$ cat src/rtl/pipe_stage_reg_pkg.sv
// Shared definitions for the pipeline stage register slice:
// reset/exception PCs, ExcCode width and encodings, entry layout.
package pipe_stage_reg_pkg;

    localparam int EXC_W = 5;

    localparam logic [31:0] PC_INIT_DEF   = 32'h0000_3000;
    localparam logic [31:0] EXC_ENTRY_DEF = 32'h0000_4180;

    typedef enum logic [EXC_W-1:0] {
        EXC_INT  = 5'd0,
        EXC_MOD  = 5'd1,
        EXC_TLBL = 5'd2,
        EXC_TLBS = 5'd3,
        EXC_ADEL = 5'd4,
        EXC_ADES = 5'd5,
        EXC_IBE  = 5'd6,
        EXC_DBE  = 5'd7,
        EXC_SYS  = 5'd8,
        EXC_BP   = 5'd9,
        EXC_RI   = 5'd10,
        EXC_CPU  = 5'd11,
        EXC_OV   = 5'd12,
        EXC_TR   = 5'd13
    } exc_code_e;

    typedef struct packed {
        logic [31:0]      instr;
        logic [31:0]      pc;
        logic [EXC_W-1:0] exc;
        logic             bd;
    } entry_t;

    // Empty slot contents: zero instruction, no exception, given PC.
    function automatic entry_t bubble(input logic [31:0] pc);
        entry_t e;
        e.instr = 32'h0;
        e.pc    = pc;
        e.exc   = EXC_INT;
        e.bd    = 1'b0;
        return e;
    endfunction

endpackage

$ cat src/rtl/pipe_stage_reg_entry.sv
// One storage slot of the stage register: valid bit plus fields,
// with synchronous reset, clear and load.
module pipe_entry
    import pipe_stage_reg_pkg::*;
#(
    parameter int          SIDE_W  = 8,
    parameter logic [31:0] PC_INIT = PC_INIT_DEF
) (
    input  logic              clk,
    input  logic              reset,
    input  logic              clear,
    input  logic              load,
    input  logic              d_valid,
    input  entry_t            d,
    input  logic [SIDE_W-1:0] d_side,
    output logic              q_valid,
    output entry_t            q,
    output logic [SIDE_W-1:0] q_side
);

    logic go_idle;

    // Loading an invalid item parks the slot in its idle state so that
    // no stale instruction lingers behind valid=0.
    assign go_idle = !reset || clear || (load && !d_valid);

    always_ff @(posedge clk) begin
        if (go_idle) begin
            q_valid <= 1'b0;
            q       <= bubble(PC_INIT);
            q_side  <= '0;
        end else if (load) begin
            q_valid <= 1'b1;
            q       <= d;
            q_side  <= d_side;
        end
    end

endmodule

$ cat src/rtl/pipe_stage_reg.sv
// Pipeline stage register with skid buffer, flush, exception entry
// and a saturating stall counter.
module pipe_stage_reg
    import pipe_stage_reg_pkg::*;
#(
    parameter int          SIDE_W    = 8,
    parameter logic [31:0] PC_INIT   = PC_INIT_DEF,
    parameter logic [31:0] EXC_ENTRY = EXC_ENTRY_DEF,
    parameter int          CNT_W     = 16
) (
    input  logic              clk,
    input  logic              reset,
    input  logic              clr,
    input  logic              req,
    input  logic              in_valid,
    output logic              in_ready,
    input  logic [31:0]       in_instr,
    input  logic [31:0]       in_pc,
    input  logic [EXC_W-1:0]  in_exc,
    input  logic              in_bd,
    input  logic [SIDE_W-1:0] in_side,
    output logic              out_valid,
    input  logic              out_ready,
    output logic [31:0]       out_instr,
    output logic [31:0]       out_pc,
    output logic [EXC_W-1:0]  out_exc,
    output logic              out_bd,
    output logic [SIDE_W-1:0] out_side,
    output logic [CNT_W-1:0]  stall_cnt
);

    entry_t            in_ent;
    entry_t            main_q;
    entry_t            skid_q;
    entry_t            main_d;
    logic              main_valid;
    logic              skid_valid;
    logic [SIDE_W-1:0] main_side;
    logic [SIDE_W-1:0] skid_side;
    logic [SIDE_W-1:0] main_d_side;
    logic              main_d_valid;
    logic              main_load;
    logic              main_clear;
    logic              skid_load;
    logic              skid_clear;
    logic              in_ready_nxt;
    logic              xfer;
    logic              do_req;
    logic              do_clr;
    logic              do_pass;
    logic              do_hold;
    logic              stalled;

    assign in_ent.instr = in_instr;
    assign in_ent.pc    = in_pc;
    assign in_ent.exc   = in_exc;
    assign in_ent.bd    = in_bd;

    assign xfer    = in_valid && in_ready;
    assign stalled = main_valid && !out_ready;

    // Mutually exclusive cycle modes, req over clr over normal flow.
    assign do_req  = req;
    assign do_clr  = clr && !req;
    assign do_pass = !req && !clr && !stalled;
    assign do_hold = !req && !clr && stalled;

    always_comb begin
        main_load    = 1'b0;
        main_clear   = 1'b0;
        main_d_valid = 1'b0;
        main_d       = bubble(PC_INIT);
        main_d_side  = '0;
        skid_load    = 1'b0;
        skid_clear   = 1'b0;
        in_ready_nxt = !skid_valid;
        unique case (1'b1)
            do_req: begin
                main_load    = 1'b1;
                main_d_valid = 1'b1;
                main_d       = bubble(EXC_ENTRY);
                skid_clear   = 1'b1;
                in_ready_nxt = 1'b1;
            end
            do_clr: begin
                main_clear   = 1'b1;
                skid_clear   = 1'b1;
                in_ready_nxt = 1'b1;
            end
            do_pass: begin
                main_load = 1'b1;
                if (skid_valid) begin
                    main_d_valid = 1'b1;
                    main_d       = skid_q;
                    main_d_side  = skid_side;
                end else if (xfer) begin
                    main_d_valid = 1'b1;
                    main_d       = in_ent;
                    main_d_side  = in_side;
                end
                skid_clear   = 1'b1;
                in_ready_nxt = 1'b1;
            end
            do_hold: begin
                skid_load    = xfer;
                in_ready_nxt = !(skid_valid || xfer);
            end
            default: begin
                in_ready_nxt = !skid_valid;
            end
        endcase
    end

    pipe_entry #(
        .SIDE_W  (SIDE_W),
        .PC_INIT (PC_INIT)
    ) u_main (
        .clk     (clk),
        .reset   (reset),
        .clear   (main_clear),
        .load    (main_load),
        .d_valid (main_d_valid),
        .d       (main_d),
        .d_side  (main_d_side),
        .q_valid (main_valid),
        .q       (main_q),
        .q_side  (main_side)
    );

    pipe_entry #(
        .SIDE_W  (SIDE_W),
        .PC_INIT (PC_INIT)
    ) u_skid (
        .clk     (clk),
        .reset   (reset),
        .clear   (skid_clear),
        .load    (skid_load),
        .d_valid (1'b1),
        .d       (in_ent),
        .d_side  (in_side),
        .q_valid (skid_valid),
        .q       (skid_q),
        .q_side  (skid_side)
    );

    always_ff @(posedge clk) begin
        if (!reset) begin
            in_ready <= 1'b0;
        end else begin
            in_ready <= in_ready_nxt;
        end
    end

    always_ff @(posedge clk) begin
        if (!reset || req || clr) begin
            stall_cnt <= '0;
        end else if (stalled && (stall_cnt != '1)) begin
            stall_cnt <= stall_cnt + CNT_W'(1);
        end
    end

    assign out_valid = main_valid;
    assign out_instr = main_q.instr;
    assign out_pc    = main_q.pc;
    assign out_exc   = main_q.exc;
    assign out_bd    = main_q.bd;
    assign out_side  = main_side;

endmodule

$ cat config.mk
export PLATFORM = sky130hd
export DESIGN_NAME = pipe_stage_reg
export DESIGN_NICKNAME = d
export VERILOG_FILES = /design/src/rtl/pipe_stage_reg_pkg.sv /design/src/rtl/pipe_stage_reg_entry.sv /design/src/rtl/pipe_stage_reg.sv
export SDC_FILE = /design/constraint.sdc
export NUM_CORES = 1
export LEC_CHECK = 0
export ABC_AREA = 1
export ABC_CLOCK_PERIOD_IN_PS = 1430
export CORE_AREA = 2 2 129 131
export CTS_BUF_LIST = sky130_fd_sc_hd__clkbuf_8
export CTS_CLUSTER_SIZE = 10
export DETAILED_ROUTE_END_ITERATION = 12
export DIE_AREA = 0 0 131 133
export PLACE_DENSITY = 0.77
export SYNTH_ARGS = -nofsm -noshare
export SYNTH_HDL_FRONTEND = slang
export SYNTH_SLANG_ARGS = --single-unit
$ cat constraint.sdc
create_clock -name clk -period 1.43 [get_ports clk]
set_input_delay 0.286 -clock clk [delete_from_list [all_inputs] [get_ports clk]]
set_output_delay 0.286 -clock clk [all_outputs]
set_load 0.05 [all_outputs]
==> impl_results.md, run 1 <==
* Die height at 133 um
* Tcrit/Tclk final at 104%
* Max-slew violation count at 0
* Fillers at 1088
* Startpoint types: flip-flop
* Worst endpoint data arrival time at 1880 ps
* CP Cell Sequence: inv_4 -> nor2_4 -> inv_4 -> buf_6 -> nor2_4 -> buf_12 -> clkbuf_16 -> o21ai_1 -> a21oi_1
* Max Cap Viol at 0
* Crit path time final at 1480 ps
* CTS Sinks at 175
* Register area share after synthesis at 48.2%
* CP startpoint: u_main.q_valid
* Setup crit end kind: flip-flop
* Endpoints failing setup at 47
* Worst skew pair latency at 470 ps
* Starting density of the core at 44.9%
* Wire per inst at 17.1 um
* Number of remaining DRC errors at 0
* Kind of critical path: reg -> reg
* Slowest CP cell: dfxtp_4
* Synthesized area at 0.00727 sq mm
* Max incr delay on CP at 370 ps
* Core area at 0.0162 sq mm
* Row cnt at 47
* Fmax at 674 MHz
* Max Buffers Root-to-Sink at 2
* Via density at 5.45
* Initial antenna violation count at 3
* P_leak at 4.62 nW
* Synth Register Bits at 175
* Pwr Density at 839 mW/mm^2
* CP max FO at 28
* Total CTS buffers at 17
* Largest net degree at the start of global routing at 59
* First-pass GRT wire length at 33900 um
* Grt total ovfl at 0
* Finished Layout Cells at 1392
* Delay-heaviest family, CP: buffers and inverters
* Hold_buf cts at 0
* Area Overhead vs Synth at 64.2%
* Commonest non-fill, non-tap cell in the layout: dfxtp_1
* H-tree levels at 4
* Gpl congestion at 0.782
* DR iter-0 viols at 568
* Clk pin slew, worst setup/hold paths at 90 ps
* Dpl hpwl at 14400 um
* Slew HR at 75.5%
* WP depth at 9
* Global-route usage over all layers at 24.3%
* Setup TNS at -792 ps
* TritonRoute pass-1 iters at 7
* Hold WS at 375 ps
* Worst Path Required at 1830 ps
* Finished Core Util at 73.8%
* Worst r2r dst: u_skid.q[17]
* Via count of the first global-routing pass at 7030
* Post-Syn Nets at 1032
* Mapped Cells at 947
* Unrepaired setup endpoints after global routing: yes
* Reg2reg start: u_main.q_valid
* Total Wirelength at 23700 um
* TritonCTS clock tree: done
* Setup Slack @ Placement at -444 ps
* Worst Tran Pin Value at 364 ps
* Top Ports at 180
* Placed Cells at 1339
* Hold Fails Final Rpt at 0
* Nets at 1242
* Failing checks: setup timing
* R2r setup slk at -50 ps
* CTS root buf: clkbuf_8
* Synth Area per Inst at 7.67 sq um
* Die area at 0.0174 sq mm
* Post-route ant nets at 0
* CP bufs+invs at 5
* Via count at 7592
* Final setup margin at -52.8 ps
* Worst setup endpoint: u_skid.q[17]
* Most frequent cells in the layout: dfxtp_1, a21oi_1, buf_12, nand2_1, inv_1
* Warnings, synthesis at 0
* Layout cells sized above 1 at 26.9%
* R2R cell count at 9
* Maximum VDD drop at 0.551 mV
* Clock Skew at 9.19 ps
* Synth unique cells at 26
* Outcome: complete, but fails checks
* Port bufs at 179
* Worst Hold Class: in -> reg
* Die Wd at 131 um
-- how the worst min path moves through the flow --
stage,startpoint,end,cells past startpoint
floorplan,reset,in_ready,2
global placement,u_skid.q[18],u_skid.q[18],2
detailed placement,u_skid.q[18],u_skid.q[18],2
CTS,in_pc[31],u_skid.q[37],3
global route,in_instr[3],u_skid.q[41],3
finish,in_instr[3],u_skid.q[41],3
-- power breakdown --
group	switching, W	internal [W]
logic	0.000693	0.000677
registers	0.0000468	0.00490
clock network	0.00180	0.00190
total	0.00253	0.00748
-- cell families (layout without fill, tap and decap cells) --
kind of cell / after synthesis / after routing / share of synthesized area [%]
fa+ha+maj: 1 / 1 / 0.172
compound gates: 392 / 392 / 29.7
simple gates: 199 / 199 / 11.4
flops: 175 / 175 / 48.2
other cells: 0 / 2 / 0
xor+xnor: 6 / 6 / 0.723
buf+inv: 174 / 397 / 9.75
-- per-layer routing --
layer / track usage [%] / part of all wire [%] / up-vias
met1: 31.8 / 41 / 3601
li1: - / - / 3653
met2: 38.5 / 50 / 287
met5: 0 / 0.055 / -
met3: 6.23 / 6.1 / 49
met4: 9.22 / 2.5 / 2
-- area by class of cell --
| type | count | area (sq um) | share of cell area (%) |
|---|---|---|---|
| Timing Repair Buffer | 267 | 3960 | 33.2 |
| Sequential cell | 175 | 3550 | 29.7 |
| Multi-Input combinational cell | 598 | 3340 | 28.0 |
| Inverter | 98 | 378 | 3.17 |
| Clock buffer | 21 | 289 | 2.42 |
| Tap cell | 220 | 275 | 2.31 |
| Clock inverter | 11 | 138 | 1.15 |
| Antenna cell | 2 | 5.00 | 0.0420 |
-- cell usage after synthesis --
cell	instances	area (sq um)
xnor2_1	2	17.5
clkbuf_1	44	165
o311ai_0	2	17.5
buf_2	23	115
nand3_1	13	65.1
nor3_1	3	15.0
dfxtp_1	175	3500
o21ai_2	1	8.76
nor2_1	30	113
o211ai_1	73	548
ha_1	1	12.5
o21ai_0	151	756
xor2_1	4	35.0
nor2_4	2	22.5
o22ai_1	3	18.8
inv_2	2	7.51
nand2_1	138	518
buf_1	2	7.51
nor2_2	3	18.8
inv_1	96	360
a21oi_1	162	811
nor4_4	1	21.3
nand4_1	6	37.5
buf_4	7	52.6
nor3b_1	1	7.51
nand2_2	2	12.5
-- worst reg2reg max path: stages, from the launching register on --
cell       delay (ps)
dfxtp_4           370
inv_4              40
nor2_4            110
inv_4              70
buf_6             130
nor2_4            120
buf_12            150
clkbuf_16         210
o21ai_1            90
a21oi_1           140
-- through the flow --
step	total power, W	area (sq um)
5_1_grt	0.0104	11900
6_report	0.0100	11900
2_1_floorplan	0.00557	7380
3_3_place_gp	0.00623	10800
4_1_cts	0.00985	11300
3_5_place_dp	0.00624	10800
-- sequential cells by signal, summed over array words and instances, names as in the netlist --
name	cells
in_ready	1
u_skid.q_valid	1
u_main.q	70
u_main.q_side	8
u_skid.q_side	8
stall_cnt	16
u_skid.q	70
u_main.q_valid	1
-- what timing repair did --
item / 4_1_cts / 5_1_grt
pin swaps: 1 / 11
endpoints found under the setup margin: 4 / 169
buffers inserted: 0 / 7
gates cloned: 0 / 12
gates resized for setup: 5 / 159
Power figures use the tool's default switching activity.
==> inputs of run 2 (changes only) <==
CAP_MARGIN = 20   (was unset)
==> results of run 2 <==
The final DEF is identical to that of run 1; final timing and power are the same.
==> inputs of run 3 (changes only) <==
CTS_CLUSTER_DIAMETER = 120   (was unset)
==> results of run 3 <==
The final DEF is identical to that of run 1; final timing and power are the same.
